`config.mk`:
```
export PLATFORM = sky130hd
export DESIGN_NAME = dmem_uart_tx
export DESIGN_NICKNAME = d
export VERILOG_FILES = /design/src/rtl/dmem_uart_tx.sv
export SDC_FILE = /design/constraint.sdc
export NUM_CORES = 1
export LEC_CHECK = 0
export ABC_AREA = 1
export CORE_MARGIN = 1
export CORE_UTILIZATION = 60
export CTS_CLUSTER_DIAMETER = 200
export DETAILED_ROUTE_END_ITERATION = 12
export DONT_BUFFER_PORTS = 1
export HOLD_SLACK_MARGIN = 0.1
export PLACE_DENSITY = 0.83
export SLEW_MARGIN = 10
export SYNTH_ARGS = -nofsm -noshare
export SYNTH_HDL_FRONTEND = slang
export SYNTH_HIERARCHICAL = 1
export SYNTH_SLANG_ARGS = --single-unit
```
`constraint.sdc`:
```
create_clock -name clk -period 5.7 [get_ports clk]
set_input_delay 0.285 -clock clk [delete_from_list [all_inputs] [get_ports clk]]
set_output_delay 0.285 -clock clk [all_outputs]
set_load 0.02 [all_outputs]
```
`src/rtl/dmem_uart_tx.sv`:
```
// Memory-mapped UART transmitter: TXDATA/STATUS registers on the data bus, 8N1 serial out.
// Latency: read data one cycle after the address edge; a byte written to an idle TX starts its start bit after the next edge.
// Backpressure: none on the bus; a write to a full FIFO with no same-cycle pop is dropped and sets a sticky overflow flag.
//
// Ports:
//   clk, rst (async, active-low)             clock and reset
//   io_dmem_addr/wdata/wmask                 core data-bus request (wmask==0 means read)
//   io_dmem_rdata                            registered read data
//   uart_tx                                  serial line, idle high, driven from a flop
//   irq_tx_empty                             FIFO empty and shifter idle

// Small synchronous FIFO: head is visible combinationally on o_pop_dat.
// Latency: a pushed entry is visible at the head after the push edge.
// Backpressure: push is accepted when not full, or when full and a pop happens in the same cycle.
module dmem_uart_tx_fifo #(
    parameter int WIDTH = 8,
    parameter int DEPTH = 8
) (
    input  logic                     clk,
    input  logic                     rst,
    input  logic                     i_push_vld,
    input  logic [WIDTH-1:0]         i_push_dat,
    input  logic                     i_pop_rdy,
    output logic [WIDTH-1:0]         o_pop_dat,
    output logic                     o_full,
    output logic                     o_empty,
    output logic [$clog2(DEPTH):0]   o_count
);
    localparam int AW = $clog2(DEPTH);
    localparam logic [AW:0] FULL_CNT = (AW+1)'(DEPTH);

    logic [WIDTH-1:0] r_mem [DEPTH];
    logic [AW-1:0]    r_wr_ptr;
    logic [AW-1:0]    r_rd_ptr;
    logic [AW:0]      r_count;
    logic             w_push;
    logic             w_pop;

    assign o_full    = (r_count == FULL_CNT);
    assign o_empty   = (r_count == '0);
    assign o_count   = r_count;
    assign o_pop_dat = r_mem[r_rd_ptr];
    assign w_pop     = i_pop_rdy && !o_empty;
    assign w_push    = i_push_vld && (!o_full || w_pop);

    always_ff @(posedge clk) begin
        if (w_push) begin
            r_mem[r_wr_ptr] <= i_push_dat;
        end
    end

    // Pointers are exactly AW bits wide, so they wrap modulo DEPTH for free.
    always_ff @(posedge clk or negedge rst) begin
        if (!rst) begin
            r_wr_ptr <= '0;
            r_rd_ptr <= '0;
            r_count  <= '0;
        end else begin
            if (w_push) r_wr_ptr <= r_wr_ptr + 1'b1;
            if (w_pop)  r_rd_ptr <= r_rd_ptr + 1'b1;
            if (w_push && !w_pop)      r_count <= r_count + 1'b1;
            else if (w_pop && !w_push) r_count <= r_count - 1'b1;
        end
    end
endmodule

module dmem_uart_tx #(
    parameter int          CLOCK_FREQ = 100_000_000,
    parameter int          BAUD_RATE  = 115_200,
    parameter int          FIFO_DEPTH = 8,
    parameter logic [31:0] BASE_ADDR  = 32'h1000_0000
) (
    input  logic        clk,
    input  logic        rst,
    input  logic [31:0] io_dmem_addr,
    input  logic [31:0] io_dmem_wdata,
    input  logic [3:0]  io_dmem_wmask,
    output logic [31:0] io_dmem_rdata,
    output logic        uart_tx,
    output logic        irq_tx_empty
);
    localparam int DIV_RAW = CLOCK_FREQ / BAUD_RATE;
    localparam int DIV     = (DIV_RAW < 1) ? 1 : DIV_RAW;
    localparam int CW      = $clog2(DIV + 1);
    localparam int FAW     = $clog2(FIFO_DEPTH);
    localparam logic [CW-1:0] DIV_LAST = CW'(DIV - 1);

    localparam logic [1:0] S_IDLE  = 2'd0;
    localparam logic [1:0] S_START = 2'd1;
    localparam logic [1:0] S_DATA  = 2'd2;
    localparam logic [1:0] S_STOP  = 2'd3;

    logic [1:0]    r_state;
    logic [CW-1:0] r_cnt;
    logic [2:0]    r_idx;
    logic [7:0]    r_shift;
    logic          r_tx;
    logic          r_ovf;
    logic [31:0]   r_rdata;

    logic          w_sel;
    logic [1:0]    w_off;
    logic          w_push_req;
    logic          w_clr_ovf;
    logic          w_pop;
    logic          w_full;
    logic          w_empty;
    logic [7:0]    w_head;
    logic [FAW:0]  w_count;
    logic          w_busy;
    logic          w_bit_end;
    logic [31:0]   w_rdata;
    logic          w_unused;

    assign w_sel      = (io_dmem_addr[31:4] == BASE_ADDR[31:4]);
    assign w_off      = io_dmem_addr[3:2];
    assign w_push_req = w_sel && (w_off == 2'd0) && io_dmem_wmask[0];
    assign w_clr_ovf  = w_sel && (w_off == 2'd1) && io_dmem_wmask[0] && io_dmem_wdata[3];
    assign w_busy     = (r_state != S_IDLE);
    assign w_pop      = !w_busy && !w_empty;
    assign w_bit_end  = (r_cnt == DIV_LAST);
    assign w_unused   = &{1'b0, io_dmem_addr[1:0], io_dmem_wdata[31:8], io_dmem_wmask[3:1]};

    dmem_uart_tx_fifo #(
        .WIDTH (8),
        .DEPTH (FIFO_DEPTH)
    ) u_fifo (
        .clk        (clk),
        .rst        (rst),
        .i_push_vld (w_push_req),
        .i_push_dat (io_dmem_wdata[7:0]),
        .i_pop_rdy  (w_pop),
        .o_pop_dat  (w_head),
        .o_full     (w_full),
        .o_empty    (w_empty),
        .o_count    (w_count)
    );

    // Shifter. r_tx is loaded one edge ahead of each phase so the line comes
    // straight from a flop and changes exactly on the phase boundaries.
    always_ff @(posedge clk or negedge rst) begin
        if (!rst) begin
            r_state <= S_IDLE;
            r_cnt   <= '0;
            r_idx   <= '0;
            r_shift <= '0;
            r_tx    <= 1'b1;
        end else begin
            case (r_state)
                S_IDLE: begin
                    if (!w_empty) begin
                        r_shift <= w_head;
                        r_cnt   <= '0;
                        r_tx    <= 1'b0;
                        r_state <= S_START;
                    end
                end
                S_START: begin
                    if (w_bit_end) begin
                        r_cnt   <= '0;
                        r_idx   <= '0;
                        r_tx    <= r_shift[0];
                        r_state <= S_DATA;
                    end else begin
                        r_cnt <= r_cnt + 1'b1;
                    end
                end
                S_DATA: begin
                    if (w_bit_end) begin
                        r_cnt <= '0;
                        if (r_idx == 3'd7) begin
                            r_tx    <= 1'b1;
                            r_state <= S_STOP;
                        end else begin
                            // Shift right so the next bit is always at [1] before the shift.
                            r_idx   <= r_idx + 1'b1;
                            r_tx    <= r_shift[1];
                            r_shift <= {1'b0, r_shift[7:1]};
                        end
                    end else begin
                        r_cnt <= r_cnt + 1'b1;
                    end
                end
                S_STOP: begin
                    if (w_bit_end) begin
                        r_cnt   <= '0;
                        r_tx    <= 1'b1;
                        r_state <= S_IDLE;
                    end else begin
                        r_cnt <= r_cnt + 1'b1;
                    end
                end
                default: begin
                    r_state <= S_IDLE;
                    r_tx    <= 1'b1;
                end
            endcase
        end
    end

    // Overflow only when the dropped byte had no same-edge pop to make room.
    always_ff @(posedge clk or negedge rst) begin
        if (!rst) begin
            r_ovf <= 1'b0;
        end else if (w_push_req && w_full && !w_pop) begin
            r_ovf <= 1'b1;
        end else if (w_clr_ovf) begin
            r_ovf <= 1'b0;
        end
    end

    always_comb begin
        w_rdata = '0;
        if (w_sel && (w_off == 2'd1)) begin
            w_rdata = {17'd0, 7'(w_count), 4'd0, r_ovf, w_busy, w_empty, w_full};
        end
    end

    always_ff @(posedge clk or negedge rst) begin
        if (!rst) begin
            r_rdata <= '0;
        end else begin
            r_rdata <= w_rdata;
        end
    end

    assign io_dmem_rdata = r_rdata;
    assign uart_tx       = r_tx;
    assign irq_tx_empty  = w_empty && !w_busy;
endmodule

```
==> reports/metrics.yaml <==
power_and_ir_drop:
  p_sw_share_pct: 24.3
  p_int_mw: 1.01
  power.density_mw_per_mm2: 235
  p_comb_share_pct: 3.0
  ir_drop_mv: 0.143
  p_seq_share_pct: 61.7
  total_power_mw: 1.33
  p_clk_share_pct: 35.3
  p_leak_nw: 2.45
  switchingPower_mw: 0.324
final_layout:
  nets: 679
  syn_to_final_growth_pct: 6.09
  design_area_mm2: 0.00567
  final_common_cell: "nand2_1"
  final_cell_mix: "158 x nand2_1, 96 x nor2_1, 64 x edfxtp_1"
  diodes: 0
  drive_gt1_share_pct: 8.17
  final_util_pct: 65.3
  fin_cells: 708
cts:
  cts_resized: 0
  cts.sinks: 107
  cts_root_buf: "clkbuf_8"
  ctsHoldBuffers: 10
  insertion_delay_ns: 0.39
  clkSlewWorstSetupHoldPaths_ns: 0.10
  htree_levels: 3
  tritoncts: "done"
  cts_buffers: 9
  clockBufferDepth: 2
  postCtsSetupBuffers: 0
setup_path:
  rr_worst_depth: 15
  rr_startpoint: "r_state[1]$_DFFE_PN0P_"
  startpoint_type: "register"
  crit_slowest_cell: "dfrtp_1"
  crit_path_cell_trace: "inv_1 > ha_1 > inv_1 > nor2_1 > inv_1 > nand4_1 > nand2_1 > inv_1 > ha_1 > inv_1 > ha_1 > a21oi_1 > nand3_1 > nand3_1 > nand2_1"
  critPathMaxStageDelay_ns: 0.44
  cp_common_cell: "inv_1"
  crit_type: "register to register"
  worstPathArrival_ns: 3.05
  worstSetupEndpointType: "register"
  cp-startpoint: "r_state[1]$_DFFE_PN0P_"
  crit_family: "simple AND/OR/NAND/NOR gates"
  path_depth: 15
  crit_required_ns: 5.98
  path_max_fanout: 9
  worst-path-buf-inv: 5
sta:
  min_period_over_period_pct: 48.6
  worstMarginPinSlew_ns: 1.18
  whs_ns: 0.139
  setup_slack_ns: 2.93
  hold_viol: 0
  final.setup.tns_ns: 0
  slew_headroom_pct: 21.6
  fmax_ghz: 0.361
  rsz0062_at_grt: "false"
  period_minus_slack_ns: 2.77
  finalSetupViolCount: 0
  report.final.slew_viol_count: 0
  clock_skew_ns: 0.0177
synth:
  yosysUniqueCellTypes: 36
  synth.avg_cell_area_um2: 9.16
  synth_compound_area_share_pct: 6.21
  ys_seq_elements: 107
  synth-xor-area-share_pct: 0.984
  synth_top_family_by_area: "simple AND/OR/NAND/NOR gates"
  muxShareOfSynthArea_pct: 1.31
  synthAdderAreaFrac_pct: 3.42
  yosys.area_share.simple_pct: 23.9
  synthCells: 583
  synth_seq_area_share_pct: 56.2
  yosys_warnings: 6
  ys_top_cells_by_area: "edfxtp_1 36%, dfrtp_1 20%, nand2_1 11%"
  synth_area_mm2: 0.00534
  synth_top_area_share_pct: 36.0
  synth_top_area_cell: "edfxtp_1"
worst_hold_path:
  whs_path_depth: 4
  holdCritStartpoint: "io_dmem_addr[3]"
  hold_path.class: "primary input to register"
route:
  drt_drc_violations_left: 0
  routed_wirelength_um: 10400
  wl_per_cell_um: 14.7
  dr_wl_met3_um: 711
  maxUsedRoutingLayer: "met4"
  first_pass_iters: 5
  dr_total_vias: 3882
  viasPerCell: 5.48
  m1WireLength_um: 4170
  ant_nets: 0
  wl_met2_um: 5290
  drt-initial-drc-count: 249
place:
  place_ws_ns: 3.02
  gp_congestion: 0.903
  dp_cells: 682
  place_area_mm2: 0.00534
  dp_hpwl_um: 6970
  io_buffers: 0
global_routing:
  grt_pass1_wl_um: 17000
  grt_pass1_vias: 3772
  grt_start_max_net_pins: 44
  antenna_found_initial: 0
  grt_overflow_total: 0
  gr-usage-all-layers_pct: 24.8
status:
  run_status: "finished clean"
floorplanning:
  fp.dieArea_mm2: 0.00928
  num_rows: 34
  boundaryPins: 104
  die_h_um: 96.3
  initial_utilization_pct: 61.5
  die_w_um: 96.3
  coreArea_mm2: 0.00868
job:
  drv_cap: 0
-- cell usage after synthesis --
| library cell | instances |
|---|---|
| nor2_2 | 1 |
| clkbuf_1 | 1 |
| inv_2 | 5 |
| a21oi_1 | 9 |
| inv_4 | 1 |
| and2_0 | 1 |
| dfstp_2 | 1 |
| fa_1 | 1 |
| buf_6 | 1 |
| nor2_1 | 96 |
| buf_4 | 25 |
| o21ai_1 | 25 |
| inv_1 | 41 |
| o21ai_0 | 15 |
| xor2_1 | 2 |
| or2_2 | 3 |
| nand2_2 | 5 |
| o21a_1 | 1 |
| nand3_1 | 16 |
| buf_2 | 9 |
| nor2_4 | 1 |
| nor3_1 | 14 |
| nor4_1 | 1 |
| nand3b_1 | 3 |
| nand4_1 | 4 |
| nor3b_1 | 1 |
| edfxtp_1 | 64 |
| conb_1 | 1 |
| xnor2_1 | 4 |
| o21ai_2 | 8 |
| a21oi_2 | 1 |
| dfrtp_1 | 42 |
| ha_1 | 13 |
| mux2i_1 | 7 |
| nand3_4 | 2 |
| nand2_1 | 158 |
-- final cells by class --
class	count	area, um^2
fillers	687	3010
clock inverters	7	80.1
repair buffers	14	148
clock buffers	9	124
inverters	47	179
multi-input cells	416	2000
flip-flops and latches	107	3000
well taps	108	135
-- cells by family after synthesis --
family | count (synthesis)
AOI/OAI and AO/OA | 59
xor gates and xnor gates | 6
adders and majority gates | 14
buffers and inverters | 83
DFF | 107
muxes | 7
other | 1
and+or+nand+nor | 306
-- layer usage --
layer / up-vias / track usage, %
li1: 1868 / -
met2: 175 / 43.1
met3: 25 / 6.71
met4: 0 / 9.56
met5: - / 0
met1: 1814 / 29.2
-- power groups by stage --
stage / clock (mW) / combinational (mW) / sequential (mW)
finish: 0.469 / 0.0401 / 0.822
floorplan: 0 / 0.0331 / 0.839
detailed placement: 0 / 0.0215 / 0.839
global placement: 0 / 0.0209 / 0.839
global route: 0.513 / 0.0462 / 0.822
CTS: 0.478 / 0.0406 / 0.822
-- tightest hold or removal path, cell delays in order --
cell	delay, ns
nor2_1	0.04
nand3_1	0.08
nand2_1	0.05
nand2_1	0.04
-- state kept, by name, summed over array words and instances, names as in the netlist --
signal,flops
r_ovf,1
u_fifo/o_count,4
r_shift,8
u_fifo/r_rd_ptr,3
u_fifo/r_mem,64
r_cnt,10
r_state,2
io_dmem_rdata,8
uart_tx,1
r_idx,3
u_fifo/r_wr_ptr,3
-- final timing paths --
check | endpoint | slack (ns)
max reg2reg | u_fifo/o_count[3]$_DFFE_PN0P_ | 2.93
min in group asynchronous | r_cnt[8]$_DFFE_PN0N_ | 0.38
min | r_ovf$_DFFE_PN0P_ | 0.14
max in group asynchronous | uart_tx$_DFFE_PN1P_ | 5.05
min reg2reg | r_idx[2]$_DFFE_PN0P_ | 0.49
max | u_fifo/o_count[3]$_DFFE_PN0P_ | 2.93
Note: power is estimated with default switching activity, not from simulation.
